`src/rtl/rgb_sched_pkg.sv`:
```
// rtl/rgb_sched_pkg.sv - shared types and constants for the RGB channel scheduler
package rgb_sched_pkg;

  typedef enum logic [1:0] {
    IDLE    = 2'd0,
    ISSUE_R = 2'd1,
    ISSUE_G = 2'd2,
    ISSUE_B = 2'd3
  } sched_state_e;

  localparam logic [1:0] CH_R = 2'd0;
  localparam logic [1:0] CH_G = 2'd1;
  localparam logic [1:0] CH_B = 2'd2;

  localparam int DEFAULT_MAX_OUTSTANDING = 16;

  // Outstanding counter must hold the value MAX_OUTSTANDING itself
  function automatic int out_cnt_width(input int max_outstanding);
    return $clog2(max_outstanding + 1);
  endfunction

  localparam int DEFAULT_OUT_CNT_W = out_cnt_width(DEFAULT_MAX_OUTSTANDING);

endpackage

```
`src/rtl/rgb_channel_scheduler_if.sv`:
```
// rtl/rgb_channel_scheduler_if.sv - pixel, core and result signals of the RGB channel scheduler
interface rgb_channel_scheduler_if #(
  parameter int WIDTH = 8
);

  logic             in_valid;
  logic             in_ready;
  logic [WIDTH-1:0] r_in;
  logic [WIDTH-1:0] g_in;
  logic [WIDTH-1:0] b_in;

  logic             flt_valid;
  logic [1:0]       flt_tag;
  logic [WIDTH-1:0] flt_data;

  logic             flt_ret_valid;
  logic [1:0]       flt_ret_tag;
  logic [WIDTH-1:0] flt_ret_data;

  logic [WIDTH-1:0] r_data_out;
  logic [WIDTH-1:0] g_data_out;
  logic [WIDTH-1:0] b_data_out;
  logic             data_out_done;
  logic             busy;
  logic             err_tag;
  logic             err_underflow;

  modport master (
    input  in_valid, r_in, g_in, b_in,
    input  flt_ret_valid, flt_ret_tag, flt_ret_data,
    output in_ready, flt_valid, flt_tag, flt_data,
    output r_data_out, g_data_out, b_data_out, data_out_done,
    output busy, err_tag, err_underflow
  );

  modport slave (
    output in_valid, r_in, g_in, b_in,
    output flt_ret_valid, flt_ret_tag, flt_ret_data,
    input  in_ready, flt_valid, flt_tag, flt_data,
    input  r_data_out, g_data_out, b_data_out, data_out_done,
    input  busy, err_tag, err_underflow
  );

endinterface

```
`src/rtl/rgb_sched_collect.sv`:
```
// rtl/rgb_sched_collect.sv - reassembles in-order core results into aligned RGB triples
module rgb_sched_collect
  import rgb_sched_pkg::*;
#(
  parameter int WIDTH = 8
) (
  input  logic             clk,
  input  logic             reset,
  input  logic             ret_valid,
  input  logic [1:0]       ret_tag,
  input  logic [WIDTH-1:0] ret_data,
  output logic [WIDTH-1:0] r_out,
  output logic [WIDTH-1:0] g_out,
  output logic [WIDTH-1:0] b_out,
  output logic             done,
  output logic             err_tag
);

  logic [1:0]       phase_q, phase_d;
  logic [WIDTH-1:0] r_stage_q, r_stage_d;
  logic [WIDTH-1:0] g_stage_q, g_stage_d;
  logic [WIDTH-1:0] r_out_q, r_out_d;
  logic [WIDTH-1:0] g_out_q, g_out_d;
  logic [WIDTH-1:0] b_out_q, b_out_d;
  logic             done_q, done_d;
  logic             err_tag_q, err_tag_d;

  // Phase follows return order only; a wrong tag is flagged but data still lands by position
  always_comb begin
    phase_d   = phase_q;
    r_stage_d = r_stage_q;
    g_stage_d = g_stage_q;
    r_out_d   = r_out_q;
    g_out_d   = g_out_q;
    b_out_d   = b_out_q;
    done_d    = 1'b0;
    err_tag_d = err_tag_q;
    if (ret_valid) begin
      if (ret_tag != phase_q) begin
        err_tag_d = 1'b1;
      end
      case (phase_q)
        CH_R: begin
          r_stage_d = ret_data;
          phase_d   = CH_G;
        end
        CH_G: begin
          g_stage_d = ret_data;
          phase_d   = CH_B;
        end
        default: begin
          r_out_d = r_stage_q;
          g_out_d = g_stage_q;
          b_out_d = ret_data;
          done_d  = 1'b1;
          phase_d = CH_R;
        end
      endcase
    end
  end

  // Collector state registers
  always_ff @(posedge clk) begin
    if (reset) begin
      phase_q   <= CH_R;
      r_stage_q <= '0;
      g_stage_q <= '0;
      r_out_q   <= '0;
      g_out_q   <= '0;
      b_out_q   <= '0;
      done_q    <= 1'b0;
      err_tag_q <= 1'b0;
    end else begin
      phase_q   <= phase_d;
      r_stage_q <= r_stage_d;
      g_stage_q <= g_stage_d;
      r_out_q   <= r_out_d;
      g_out_q   <= g_out_d;
      b_out_q   <= b_out_d;
      done_q    <= done_d;
      err_tag_q <= err_tag_d;
    end
  end

  assign r_out   = r_out_q;
  assign g_out   = g_out_q;
  assign b_out   = b_out_q;
  assign done    = done_q;
  assign err_tag = err_tag_q;

endmodule

```
`src/rtl/rgb_channel_scheduler.sv`:
```
// rtl/rgb_channel_scheduler.sv - time-multiplexes one sharpening core across R, G and B
module rgb_channel_scheduler
  import rgb_sched_pkg::*;
#(
  parameter int WIDTH           = 8,
  parameter int MAX_OUTSTANDING = DEFAULT_MAX_OUTSTANDING
) (
  input logic                     clk,
  input logic                     reset,
  rgb_channel_scheduler_if.master bus
);

  localparam int             CNT_W   = out_cnt_width(MAX_OUTSTANDING);
  localparam logic [CNT_W-1:0] MAX_CNT = CNT_W'(MAX_OUTSTANDING);

  sched_state_e     state_q, state_d;
  logic [WIDTH-1:0] r_hold_q, r_hold_d;
  logic [WIDTH-1:0] g_hold_q, g_hold_d;
  logic [WIDTH-1:0] b_hold_q, b_hold_d;
  logic [CNT_W-1:0] count_q, count_d;
  logic             underflow_q, underflow_d;

  logic             can_issue;
  logic             in_ready;
  logic             accept;
  logic             flt_valid;
  logic [1:0]       flt_tag;
  logic [WIDTH-1:0] flt_data;

  // State, hold, outstanding count and underflow flag registers
  always_ff @(posedge clk) begin
    if (reset) begin
      state_q     <= IDLE;
      r_hold_q    <= '0;
      g_hold_q    <= '0;
      b_hold_q    <= '0;
      count_q     <= '0;
      underflow_q <= 1'b0;
    end else begin
      state_q     <= state_d;
      r_hold_q    <= r_hold_d;
      g_hold_q    <= g_hold_d;
      b_hold_q    <= b_hold_d;
      count_q     <= count_d;
      underflow_q <= underflow_d;
    end
  end

  // Next state: advance only when the current beat issues; B issue may chain straight into a new pixel
  always_comb begin
    state_d     = state_q;
    r_hold_d    = r_hold_q;
    g_hold_d    = g_hold_q;
    b_hold_d    = b_hold_q;
    count_d     = count_q;
    underflow_d = underflow_q;
    case (state_q)
      IDLE:    if (accept) state_d = ISSUE_R;
      ISSUE_R: if (flt_valid) state_d = ISSUE_G;
      ISSUE_G: if (flt_valid) state_d = ISSUE_B;
      ISSUE_B: if (flt_valid) state_d = accept ? ISSUE_R : IDLE;
      default: state_d = IDLE;
    endcase
    if (accept) begin
      r_hold_d = bus.r_in;
      g_hold_d = bus.g_in;
      b_hold_d = bus.b_in;
    end
    if (flt_valid && !bus.flt_ret_valid) begin
      count_d = count_q + CNT_W'(1);
    end else if (!flt_valid && bus.flt_ret_valid && (count_q != '0)) begin
      count_d = count_q - CNT_W'(1);
    end
    if (bus.flt_ret_valid && (count_q == '0)) begin
      underflow_d = 1'b1;
    end
  end

  // Outputs: issue is throttled by the outstanding count; in_ready is forced low during reset
  always_comb begin
    can_issue = (count_q < MAX_CNT);
    in_ready  = 1'b0;
    flt_valid = 1'b0;
    flt_tag   = CH_R;
    flt_data  = '0;
    case (state_q)
      IDLE: in_ready = 1'b1;
      ISSUE_R: if (can_issue) begin
        flt_valid = 1'b1;
        flt_tag   = CH_R;
        flt_data  = r_hold_q;
      end
      ISSUE_G: if (can_issue) begin
        flt_valid = 1'b1;
        flt_tag   = CH_G;
        flt_data  = g_hold_q;
      end
      ISSUE_B: if (can_issue) begin
        flt_valid = 1'b1;
        flt_tag   = CH_B;
        flt_data  = b_hold_q;
        in_ready  = 1'b1;
      end
      default: in_ready = 1'b0;
    endcase
    if (reset) begin
      in_ready = 1'b0;
    end
    accept = in_ready && bus.in_valid;
  end

  assign bus.in_ready      = in_ready;
  assign bus.flt_valid     = flt_valid;
  assign bus.flt_tag       = flt_tag;
  assign bus.flt_data      = flt_data;
  assign bus.busy          = (state_q != IDLE) || (count_q != '0);
  assign bus.err_underflow = underflow_q;

  rgb_sched_collect #(
    .WIDTH(WIDTH)
  ) u_collect (
    .clk      (clk),
    .reset    (reset),
    .ret_valid(bus.flt_ret_valid),
    .ret_tag  (bus.flt_ret_tag),
    .ret_data (bus.flt_ret_data),
    .r_out    (bus.r_data_out),
    .g_out    (bus.g_data_out),
    .b_out    (bus.b_data_out),
    .done     (bus.data_out_done),
    .err_tag  (bus.err_tag)
  );

endmodule

```
`src/flat_wrapper.sv`:
```
// flat-port wrapper written by rule: the top's interface ports become plain ports
module rgb_channel_scheduler_flat import rgb_sched_pkg::*;
#(
  parameter int WIDTH           = 8,
  parameter int MAX_OUTSTANDING = DEFAULT_MAX_OUTSTANDING
)
  (clk, reset, bus_in_valid, bus_r_in, bus_g_in, bus_b_in, bus_flt_ret_valid, bus_flt_ret_tag, bus_flt_ret_data, bus_in_ready, bus_flt_valid, bus_flt_tag, bus_flt_data, bus_r_data_out, bus_g_data_out, bus_b_data_out, bus_data_out_done, bus_busy, bus_err_tag, bus_err_underflow);
  rgb_channel_scheduler_if #(.WIDTH(WIDTH)) bus_i ();
  input logic clk;
  input logic reset;
  input wire logic [$bits(bus_i.in_valid)-1:0] bus_in_valid;
  input wire logic [$bits(bus_i.r_in)-1:0] bus_r_in;
  input wire logic [$bits(bus_i.g_in)-1:0] bus_g_in;
  input wire logic [$bits(bus_i.b_in)-1:0] bus_b_in;
  input wire logic [$bits(bus_i.flt_ret_valid)-1:0] bus_flt_ret_valid;
  input wire logic [$bits(bus_i.flt_ret_tag)-1:0] bus_flt_ret_tag;
  input wire logic [$bits(bus_i.flt_ret_data)-1:0] bus_flt_ret_data;
  output wire logic [$bits(bus_i.in_ready)-1:0] bus_in_ready;
  output wire logic [$bits(bus_i.flt_valid)-1:0] bus_flt_valid;
  output wire logic [$bits(bus_i.flt_tag)-1:0] bus_flt_tag;
  output wire logic [$bits(bus_i.flt_data)-1:0] bus_flt_data;
  output wire logic [$bits(bus_i.r_data_out)-1:0] bus_r_data_out;
  output wire logic [$bits(bus_i.g_data_out)-1:0] bus_g_data_out;
  output wire logic [$bits(bus_i.b_data_out)-1:0] bus_b_data_out;
  output wire logic [$bits(bus_i.data_out_done)-1:0] bus_data_out_done;
  output wire logic [$bits(bus_i.busy)-1:0] bus_busy;
  output wire logic [$bits(bus_i.err_tag)-1:0] bus_err_tag;
  output wire logic [$bits(bus_i.err_underflow)-1:0] bus_err_underflow;
  assign bus_i.in_valid = bus_in_valid;
  assign bus_i.r_in = bus_r_in;
  assign bus_i.g_in = bus_g_in;
  assign bus_i.b_in = bus_b_in;
  assign bus_i.flt_ret_valid = bus_flt_ret_valid;
  assign bus_i.flt_ret_tag = bus_flt_ret_tag;
  assign bus_i.flt_ret_data = bus_flt_ret_data;
  assign bus_in_ready = bus_i.in_ready;
  assign bus_flt_valid = bus_i.flt_valid;
  assign bus_flt_tag = bus_i.flt_tag;
  assign bus_flt_data = bus_i.flt_data;
  assign bus_r_data_out = bus_i.r_data_out;
  assign bus_g_data_out = bus_i.g_data_out;
  assign bus_b_data_out = bus_i.b_data_out;
  assign bus_data_out_done = bus_i.data_out_done;
  assign bus_busy = bus_i.busy;
  assign bus_err_tag = bus_i.err_tag;
  assign bus_err_underflow = bus_i.err_underflow;
  rgb_channel_scheduler #(.WIDTH(WIDTH), .MAX_OUTSTANDING(MAX_OUTSTANDING)) u_core (.clk(clk), .reset(reset), .bus(bus_i));
endmodule
```
`config.mk`:
```
export PLATFORM = sky130hd
export DESIGN_NAME = rgb_channel_scheduler_flat
export DESIGN_NICKNAME = d
export VERILOG_FILES = /design/src/rtl/rgb_sched_pkg.sv /design/src/rtl/rgb_channel_scheduler_if.sv /design/src/rtl/rgb_sched_collect.sv /design/src/rtl/rgb_channel_scheduler.sv /design/src/flat_wrapper.sv
export SDC_FILE = /design/constraint.sdc
export NUM_CORES = 1
export LEC_CHECK = 0
export BUFFER_PORTS_ARGS = -buffer_cell sky130_fd_sc_hd__buf_2
export CAP_MARGIN = 20
export CORE_MARGIN = 10
export CORE_UTILIZATION = 55
export DETAILED_ROUTE_END_ITERATION = 7
export GPL_TIMING_DRIVEN = 0
export PLACE_DENSITY_LB_ADDON = 0.25
export SLEW_MARGIN = 0
export SYNTH_ARGS = -nofsm -noshare
export SYNTH_HDL_FRONTEND = slang
export SYNTH_SLANG_ARGS = --single-unit
```
`constraint.sdc`:
```
create_clock -name clk -period 3.9 [get_ports clk]
set_input_delay 0.195 -clock clk [delete_from_list [all_inputs] [get_ports clk]]
set_output_delay 0.195 -clock clk [all_outputs]
set_load 0.05 [all_outputs]
```
==> reports/qor.yml, run 1 <==
run_status:
  outcome: "completed"
floorplanning:
  fp.coreArea_um2: 5574
  die_h_um: 96.14
  fp-row-count: 27
  start_util_pct: 57.19
  dieWidth_um: 96.14
  pin_count: 78
  die-area_um2: 9242
min_path:
  hold_depth: 3
  hold_path.class: "in -> reg"
  min_to: "u_core.g_hold_q[3]"
  hold_start: "bus_g_in[3]"
worst_setup_path:
  r2r_slack_ns: 1.54
  critPathMaxFanout: 10
  regToRegEndpoint: "u_core.count_q[4]"
  worstPathRequired_ns: 4.15
  reg2reg_depth: 9
  cp_data_arrival_time_ns: 2.61
  startpoint_type: "flip-flop"
  crit_type: "reg -> reg"
  r2r_start: "u_core.state_q[0]"
  end_kind: "flip-flop"
drt:
  wl_met1_mm: 3.467
  drt_iter0_drc: 175
  ant_nets: 0
  num_vias: 2774
  firstDrtPassIters: 5
  met2WireLength_mm: 4.070
  drt-total-wl_mm: 8.256
  dr_wl_met3_um: 598
  vias_per_cell: 5.407
  drc: 0
  wire_per_inst_um: 16.09
  highest_layer: "met4"
synthesis:
  postSynthAreaPerCell_um2: 9.109
  synthTopCellsByCount: "dfxtp_1, nor2_1, nand2_1"
  ys_async_sr_fraction_pct: 0
  yosys_warnings: 0
  syn-cell-area_um2: 3188
  yosysUniqueCellTypes: 42
  netlist_instances: 350
  synth_ff_type: "dfxtp_1"
  synth_edf_count: 0
  yosysTopAreaCell: "dfxtp_1"
  yosys.cell_count.top_type: "dfxtp_1"
  ys_ff_latch: 76
  synthesis.nets: 397
  yosysTopAreaCellShare_pct: 47.72
  seq_area_frac_synth_pct: 47.72
  synthTopCellsByArea: "dfxtp_1, mux2i_1, nor2_1"
clocking:
  post_cts_resized: 0
  cts_setup_buffers: 0
  clockBufferDepth: 2
  root_buffer: "clkbuf_8"
  numCtsBuffers: 9
  cts-hold-fix-buffers: 0
  clock_sinks: 76
  htree_levels: 3
  clkTransAtPathRegs_ns: 0.08
  cts_tree: "done"
  clock_insertion_delay_worst_skew_ns: 0.35
layout:
  nFillCells: 448
  drive_above_1_share_pct: 24.49
  syn_to_final_growth_pct: 21.23
  fin_nets: 483
  antenna_cells: 0
  fin_util_pct: 69.34
power:
  clock_power_share_pct: 32.2
  p_seq_share_pct: 45.2
  powerDensity_nw_per_um2: 502.2
  switching_power_uw: 605.0
  power_mw: 1.941
  p_int_mw: 1.336
  p_leak_nw: 1.832
  pwr-share-comb_pct: 22.5
  p_sw_share_pct: 31.17
  irDropWorstVdd_v: 0.0003460
run:
  max-cap-violations: 0
sta:
  drv_slew: 0
  worst_slew_pin_slew_ns: 0.6376
  min_period_ns: 2.360
  fmax_mhz: 423.8
  fin_setup_tns_ns: 0
  fin_skew_ns: 0.008894
  fin_crit_sh_pct: 60.51
  finalSetupViolCount: 0
  rsz0062_at_grt: "no"
  holdWs_ns: 0.08349
  relSlewSlack_pct: 57.49
  finalHoldViolCount: 0
global_routing:
  antenna_found_initial: 0
  grtUsageTotal_pct: 18.51
  grt_pass1_vias: 2831
  grt_max_degree: 14
  grt_pass1_wl_mm: 13.48
  overflow: 0
place:
  dpl.hpwl_mm: 5.922
  place_congestion: 0.8885
  io_buffers: 75
-- cells in the final DEF (no fill, tap or decap), types with 3 or more instances in the layout --
master    netlist  final
mux2i_1        41     41
buf_2           2     77
inv_1          11     11
clkbuf_8        0     11
a21oi_1        31     31
o21ai_0         3      3
xnor2_1         4      4
buf_6           4      4
nor3_1          4      4
nand2_1        53     53
clkbuf_1       15     15
nor2_1         59     59
a222oi_1        8      8
dfxtp_1        76     76
ha_1            8      8
-- metrics by stage --
step | instances | area [um^2] | setup WS [ns]
final | 513 | 3865 | 1.540
after global placement | 497 | 3654 | 1.629
after global routing | 513 | 3865 | 1.443
after CTS | 513 | 3865 | 1.556
after detailed placement | 497 | 3654 | 1.577
after floorplan | 350 | 3188 | 1.515
-- logic make-up after synthesis --
logic type,synth area share (%)
buf+inv,5.141
simple gates,18.37
fa+ha+maj,3.768
flops,47.72
mux,12.87
compound gates,10.75
xor+xnor,1.374
-- power by group through the flow --
stage	combinational [mW]	clock [mW]	sequential, mW
after floorplan	0.313	0	0.909
after global placement	0.419	0	0.892
after detailed placement	0.433	0	0.895
after CTS	0.437	0.628	0.878
after global routing	0.484	0.659	0.888
final	0.437	0.626	0.878
-- state kept, by name (all words and copies together) (netlist names), 5 cells and up --
signal                      flops
u_core.u_collect.g_out          8
u_core.g_hold_q                 8
u_core.u_collect.g_stage_q      8
u_core.u_collect.b_out          8
u_core.b_hold_q                 8
u_core.u_collect.r_stage_q      8
u_core.u_collect.r_out          8
u_core.r_hold_q                 8
u_core.count_q                  5
-- worst max path at each step --
stage	from	end	slack (ns)	cells after the start
2_1_floorplan	u_core.state_q[0]	bus_in_ready	1.51	4
3_3_place_gp	u_core.state_q[0]	u_core.count_q[4]	1.63	9
3_5_place_dp	u_core.state_q[0]	u_core.count_q[4]	1.58	9
4_1_cts	u_core.state_q[0]	u_core.count_q[4]	1.56	9
5_1_grt	u_core.state_q[0]	u_core.count_q[4]	1.44	9
6_report	u_core.state_q[0]	u_core.count_q[4]	1.54	9
-- layout make-up --
class | count | area (um^2) | share of cell area [%]
buffer | 23 | 122.6 | 3.173
clock buffer | 11 | 151.4 | 3.917
clock inverter | 5 | 60.06 | 1.554
inverter | 11 | 41.29 | 1.068
multi-input combinational | 240 | 1503 | 38.88
sequential | 76 | 1521 | 39.37
tap | 72 | 90.09 | 2.331
timing repair buffer | 75 | 375.4 | 9.712
-- critical path: stages (launching register included) --
cell      delay [ns]
dfxtp_1         0.41
inv_1           0.09
ha_1            0.21
buf_6           0.14
or3_4           0.38
ha_1            0.30
nor2b_1         0.14
o21a_1          0.18
or3_1           0.34
o311ai_1        0.08
-- metal layers --
metal,GRT usage [%],up-vias
met4,6.020,0
li1,-,1353
met5,0,-
met1,21.97,1331
met2,30.61,79
met3,6.381,11
Note: power is estimated with default switching activity, not from simulation.
==> run 2: changes to the inputs <==
ABC_AREA = 1   (was default)
CORE_UTILIZATION = 48   (was 55)
clock period = 2 ns   (was 3.9 ns; I/O delays follow)
==> run 2 against run 1 <==
Against the previous run:
- core utilization fell by 8.6 points
- critical path type unchanged
- largest power group unchanged
- power is 130% higher
- area after synthesis is 1.1% higher
- clock skew fell by 0.0010 ns
- die area rose by 12%
- critical endpoint is now u_core.count_q[3]
==> reports/qor.yml, run 2 <==
synthesis:
  synthesis.nets: 461  # +16%
  ys_ff_latch: 76  # unchanged
  synth_ff_type: "dfxtp_1"
  ys_async_sr_fraction_pct: 0  # unchanged
  synth_xor_area_share_pct: 1.087  # -0.29 points
  seq_area_frac_synth_pct: 47.19  # -0.54 points
  yosys_warnings: 0  # unchanged
  synthTopCellsByCount: "dfxtp_1, nor2_1, o21ai_0"
  syn-cell-area_um2: 3224  # +1.1%
  synth_top_family_by_area: "compound AO/OA/AOI/OAI gates"
  muxShareOfSynthArea_pct: 0  # -13 points
  synth_edf_count: 0  # unchanged
  synth_compound_area_share_pct: 19.79  # +9.0 points
  synthTopCellsByArea: "dfxtp_1, o21ai_0, nor2_1"
  yosysTopAreaCell: "dfxtp_1"
  yosysUniqueCellTypes: 31  # -26%
  postSynthAreaPerCell_um2: 7.788  # -14%
  synth-simple-area-share_pct: 18.01  # -0.36 points
  yosys.cell_count.top_type: "dfxtp_1"
  yosysTopAreaCellShare_pct: 47.19  # -0.54 points
  synthAdderAreaFrac_pct: 3.725  # -0.042 points
  netlist_instances: 414  # +18%
clocking:
  clock_sinks: 76  # unchanged
  clkTransAtPathRegs_ns: 0.08  # about the same
  clock_insertion_delay_worst_skew_ns: 0.35  # about the same
  cts-hold-fix-buffers: 0  # unchanged
  root_buffer: "clkbuf_8"
  cts_tree: "done"
  numCtsBuffers: 9  # unchanged
  cts_setup_buffers: 0  # unchanged
  htree_levels: 3  # unchanged
  clockBufferDepth: 2  # unchanged
place:
  dpl.hpwl_mm: 6.163  # +4.1%
  placedCellCount: 567  # +14%
  io_buffers: 76  # +1.3%
  place_congestion: 0.8088  # -9.0%
  dp_slack_ns: -0.09236  # -1.669 ns
  dpl_cell_area_um2: 3701  # +1.3%
worst_setup_path:
  crit_type: "reg -> reg"
  startpoint_type: "flip-flop"
  cp_data_arrival_time_ns: 2.13  # -0.48 ns
  reg2reg_depth: 10  # +1
  critPathMaxFanout: 6  # -4
  regToRegEndpoint: "u_core.count_q[3]"
  startpoint: "u_core.state_q[0]"
  cp_slowest_cell: "dfxtp_2"
  end_kind: "flip-flop"
  path_cells: "inv_1 > ha_2 > nor2_2 > nand2_2 > ha_1 > a21oi_1 > nand2_1 > xor2_1 > o21ai_1 > nor2_1"
  slowest_delay_ns: 0.37  # -0.04 ns
  r2r_start: "u_core.state_q[0]"
  r2r_slack_ns: 0.12  # -1.42 ns
  worstPathRequired_ns: 2.25  # -1.90 ns
drt:
  firstDrtPassIters: 5  # unchanged
  vias_per_cell: 5.053  # -6.6%
  num_vias: 2946  # +6.2%
  wire_per_inst_um: 14.32  # -11%
  drc: 0  # unchanged
  ant_nets: 0  # unchanged
  drt-total-wl_mm: 8.349  # +1.1%
  drt_iter0_drc: 182  # +4.0%
sta:
  drv_slew: 0  # unchanged
  finalSetupViolCount: 0  # unchanged
  worst_slew_pin_slew_ns: 0.6026  # -0.03501 ns
  rsz0062_at_grt: "yes"
  min_period_ns: 1.884  # -0.4753 ns
  fin_skew_ns: 0.007859  # -0.001034 ns
  finalHoldViolCount: 0  # unchanged
  fin_ws_ns: 0.1156  # -1.425 ns
  fin_crit_sh_pct: 94.22  # +34 points
  fmax_mhz: 530.7  # +25%
  relSlewSlack_pct: 59.83  # +2.3 points
power:
  irDropWorstVdd_v: 0.0008605  # +150%
  switching_power_mw: 1.704  # +180%
  p_sw_share_pct: 38.10  # +6.9 points
  p_seq_share_pct: 41.5  # -3.7 points
  p_leak_nw: 1.776  # -3.1%
  clock_power_share_pct: 24.9  # -7.3 points
  p_int_mw: 2.769  # +110%
  powerDensity_nw_per_um2: 1147  # +130%
  pwr-share-comb_pct: 33.6  # +11 points
global_routing:
  overflow: 0  # unchanged
  grt_pass1_vias: 2841  # +0.35%
  grtUsageTotal_pct: 16.04  # -2.5 points
  antenna_found_initial: 0  # unchanged
  grt_pass1_wl_mm: 13.34  # -1.0%
  grt_max_degree: 14  # unchanged
min_path:
  hold_depth: 3  # unchanged
  hold_path.class: "in -> reg"
  min_to: "u_core.u_collect.r_stage_q[7]"
  hold_start: "bus_flt_ret_data[7]"
layout:
  final_common_cell: "buf_2"
  finalInstanceArea_um2: 3899  # +0.87%
  nFillCells: 604  # +35%
  multi_input_area_um2: 1379  # -8.2%
  layout_common_cells: "buf_2, nor2_1, dfxtp_1, o21ai_0, inv_1"
  drive_above_1_share_pct: 24.51  # about the same
  regArea_um2: 1524  # +0.16%
  fin_util_pct: 60.71  # -8.6 points
  syn_to_final_growth_pct: 20.92
  antenna_cells: 0  # unchanged
  fin_nets: 548  # +13%
  final_cells: 583  # +14%
floorplanning:
  die_h_um: 102.0  # +6.1%
  start_util_pct: 50.20  # -7.0 points
  fp.coreArea_um2: 6422  # +15%
  fp-row-count: 29  # +7.4%
  die-area_um2: 10400  # +12%
  pin_count: 78  # unchanged
  dieWidth_um: 102.0  # +6.1%
run_status:
  outcome: "completed"
run:
  max-cap-violations: 0  # unchanged
run 2: cell types whose count changed in the layout (fill, tap and decap cells not counted), moves of 7 or more:
cell / before / now
o221ai_1: 1 / 8
nand2_1: 53 / 36
mux2i_1: 41 / 0
inv_1: 11 / 47
a21oi_1: 31 / 43
o21ai_0: 3 / 59
nor2_1: 59 / 74
a222oi_1: 8 / 0
nand3_1: 2 / 11
run 2: stage by stage:
| step | TNS, ns | power, mW | hold WS (ns) |
|---|---|---|---|
| final | 0 | 4.474 | 0.01211 |
| after CTS | 0 | 4.477 | 0.01388 |
| after global routing | -0.03371 | 4.745 | 0.03152 |
| after global placement | -0.02766 | 3.322 | 0.3763 |
| after detailed placement | -0.1774 | 3.376 | 0.3787 |
| after floorplan | 0 | 3.019 | 0.2349 |
run 2: layout make-up:
type / count / share of cell area [%]
repair buffers: 76 / 9.820
clock buffers: 11 / 3.883
plain buffers: 20 / 3.530
inverters: 51 / 4.942
multi-input cells: 267 / 35.37
well taps: 77 / 2.471
flip-flops and latches: 76 / 39.09
clock inverters: 5 / 0.8986
run 2: per-layer routing:
layer / share of wire (%) / up-vias / track usage [%] / wire [um]
met5: 0 / - / 0 / 0
met4: 1.8 / 0 / 6.508 / 153
met3: 8.0 / 12 / 5.331 / 668
met2: 45 / 78 / 24.79 / 3767
met1: 45 / 1337 / 20.16 / 3761
li1: - / 1519 / - / -
run 2: timing repair:
action                     4_1_cts  5_1_grt
hold endpoints to repair         0        0
gates resized for setup          3        5
setup endpoints to repair       10        4
pin swaps                        0        2
run 2: cell families (layout without fill, tap and decap cells):
family,Yosys count,count (layout)
flops,76,76
xor+xnor,4,4
fa+ha+maj,9,9
buf+inv,71,163
compound gates,118,118
simple gates,136,136
run 2: how the worst max path moves through the flow:
stage	cells past startpoint	endpoint	slack, ns
finish	10	u_core.count_q[3]	0.12
global route	10	u_core.count_q[4]	-0.02
CTS	10	u_core.count_q[3]	0.009
detailed placement	10	u_core.count_q[3]	-0.09
global placement	10	u_core.count_q[4]	-0.02
floorplan	10	u_core.count_q[3]	0.14
run 2: power groups by stage:
stage | Sequential (mW) | Clock (mW) | Combinational [mW]
after floorplan | 1.94 | 0 | 1.08
after global placement | 1.88 | 0 | 1.44
after detailed placement | 1.89 | 0 | 1.49
after CTS | 1.85 | 1.12 | 1.50
after global routing | 1.88 | 1.18 | 1.69
final | 1.86 | 1.12 | 1.50
run 2: worst max-delay path: cells and delay by family (launching register included):
kind	cells	cell delay [ns]
adders and majority gates	2	0.55
and+or+nand+nor	4	0.40
DFF	1	0.37
AOI/OAI and AO/OA	2	0.26
xor gates and xnor gates	1	0.14
buffers and inverters	1	0.07
==> run 3: changes to the inputs <==
HOLD_SLACK_MARGIN = 0.15   (was default)
REMOVE_ABC_BUFFERS = 1   (was default)
==> run 3 against run 2 <==
Against the previous run:
- global-route usage decreased by 0.24 points
- sequential share of layout area decreased by 2.7 points
- critical endpoint unchanged
- worst hold slack improved by 0.21 ns
- largest power group unchanged
==> reports/qor.yml, run 3 (same netlist as run 2, synthesis figures left out) <==
run_status:
  outcome: "completed"
sta:
  rsz0062_at_grt: "yes"
  fmax_mhz: 520.6  # -1.9%
  relSlewSlack_pct: 43.92  # -16 points
  finalSetupViolCount: 0  # unchanged
  fin_crit_sh_pct: 96.05  # +1.8 points
  worst_slew_pin_slew_ns: 0.8400  # +0.2374 ns
  min_period_ns: 1.921  # +0.03653 ns
  fin_ws_ns: 0.07903  # -0.03653 ns
  finalHoldViolCount: 0  # unchanged
  fin_skew_ns: 0.008703  # +0.0008436 ns
  drv_slew: 0  # unchanged
clocking:
  htree_levels: 3  # unchanged
  clockBufferDepth: 2  # unchanged
  clock_sinks: 76  # unchanged
  clkTransAtPathRegs_ns: 0.08  # about the same
  cts_tree: "done"
  numCtsBuffers: 9  # unchanged
  root_buffer: "clkbuf_8"
  clock_insertion_delay_worst_skew_ns: 0.35  # about the same
layout:
  regArea_um2: 1526  # +0.16%
  final_common_cell: "buf_2"
  nFillCells: 554  # -8.3%
  multi_input_area_um2: 1411  # +2.4%
  syn_to_final_growth_pct: 29.96
  fin_nets: 567  # +3.5%
  antenna_cells: 0  # unchanged
  drive_above_1_share_pct: 22.86  # -1.6 points
  layout_common_cells: "buf_2, nor2_1, dfxtp_1, o21ai_0, inv_1"
drt:
  drc: 0  # unchanged
  wire_per_inst_um: 13.73  # -4.2%
  drt_iter0_drc: 64  # -65%
  drt-total-wl_mm: 8.263  # -1.0%
  num_vias: 3009  # +2.1%
  firstDrtPassIters: 4  # -1
  vias_per_cell: 4.998  # -1.1%
  ant_nets: 0  # unchanged
run:
  max-cap-violations: 0  # unchanged
worst_setup_path:
  cp_slowest_cell: "dfxtp_4"
  crit_family: "adder cells"
  path_cells: "inv_1 > ha_2 > nor2_4 > nand2_2 > ha_1 > a21oi_1 > nand2_1 > xor2_1 > o21ai_1 > nor2_1"
  end_kind: "flip-flop"
  reg2reg_depth: 10  # unchanged
  startpoint_type: "flip-flop"
  crit_type: "reg -> reg"
  cp_data_arrival_time_ns: 2.16  # +0.03 ns
  worstSetupPathDepth: 10  # unchanged
  slowest_delay_ns: 0.38  # about the same
  worstPathRequired_ns: 2.24  # about the same
  critPathMaxFanout: 6  # unchanged
  crit_buf_inv: 1  # unchanged
place:
  place_congestion: 0.7648  # -5.4%
  io_buffers: 77  # +1.3%
  dpl.hpwl_mm: 5.132  # -17%
  dp_slack_ns: -0.5980  # -0.5057 ns
floorplanning:
  pin_count: 78  # unchanged
  start_util_pct: 50.20  # unchanged
  fp.coreArea_um2: 6422  # unchanged
  dieWidth_um: 102.0  # unchanged
  die_h_um: 102.0  # unchanged
  die-area_um2: 10400  # unchanged
  fp-row-count: 29  # unchanged
global_routing:
  grt_pass1_wl_mm: 13.29  # -0.36%
  grtUsageTotal_pct: 15.81  # -0.24 points
  antenna_found_initial: 0  # unchanged
  overflow: 0  # unchanged
  grt_pass1_vias: 2904  # +2.2%
  grt_max_degree: 63  # +49
power:
  irDropWorstVdd_v: 0.0008667  # +0.73%
  p_leak_nw: 1.879  # +5.9%
  powerDensity_nw_per_um2: 1100  # -4.2%
  power_mw: 4.608  # +3.0%
min_path:
  hold_path.class: "in -> reg"
  hold_depth: 5  # +2
==> run 3: per-layer routing <==
layer	share of wire [%]	vias up	global-route usage (%)
met4	1.7	0	6.616
met5	0	-	0
met2	50	80	27.01
met3	6.4	13	6.613
met1	42	1357	16.89
li1	-	1559	-
==> run 3: where the power goes <==
part | internal (mW) | total, mW | switching [mW] | leakage, nW
clock | 0.621 | 1.21 | 0.590 | 0.107
combinational | 0.526 | 1.54 | 1.01 | 1.15
sequential | 1.74 | 1.86 | 0.123 | 0.622
==> run 3: what timing repair did <==
item                                    in CTS  in global routing
endpoints found under the setup margin      40                 27
setup buffers                                1                  0
endpoints found under the hold margin       54                  0
pin swaps                                    1                  1
hold buffers                                36                  0
resized for setup                            6                  8
cloned                                       0                  1
==> run 3: worst reg2reg max path: stages (launching register included) <==
cell and delay (ns):
dfxtp_4 0.38, inv_1 0.06, ha_2 0.23, nor2_4 0.13, nand2_2 0.11, ha_1 0.32, a21oi_1 0.16, nand2_1 0.09
xor2_1 0.14, o21ai_1 0.13, nor2_1 0.06
==> run 3: path summary, 6_finish.rpt <==
path / start / endpoint / slack [ns]
setup reg to reg: u_core.state_q[0] / u_core.count_q[3] / 0.08
hold / removal: bus_in_valid / u_core.state_q[0] / 0.22
setup / recovery: u_core.state_q[0] / u_core.count_q[3] / 0.08
hold reg to reg: u_core.r_hold_q[3] / u_core.r_hold_q[3] / 0.45
==> run 3: through the flow <==
step	instance area [um^2]	setup TNS [ns]	hold WS (ns)	cells	utilization [%]
2_1_floorplan	3087	-2.118	0.1624	394	-
5_1_grt	4190	-0.02310	0.2312	602	65.24
6_report	4190	0	0.2222	602	65.24
3_3_place_gp	3568	-5.570	0.3754	548	55.56
4_1_cts	4161	0	0.1707	601	64.80
3_5_place_dp	3568	-7.305	0.3841	548	55.56
==> run 3: area by class of cell <==
| cell class | count | area share, % |
|---|---|---|
| inverter | 51 | 4.598 |
| clock inverter | 6 | 1.672 |
| tap | 77 | 2.299 |
| timing repair buffer | 114 | 18.04 |
| sequential | 76 | 36.43 |
| multi-input combinational | 268 | 33.68 |
| clock buffer | 10 | 3.285 |
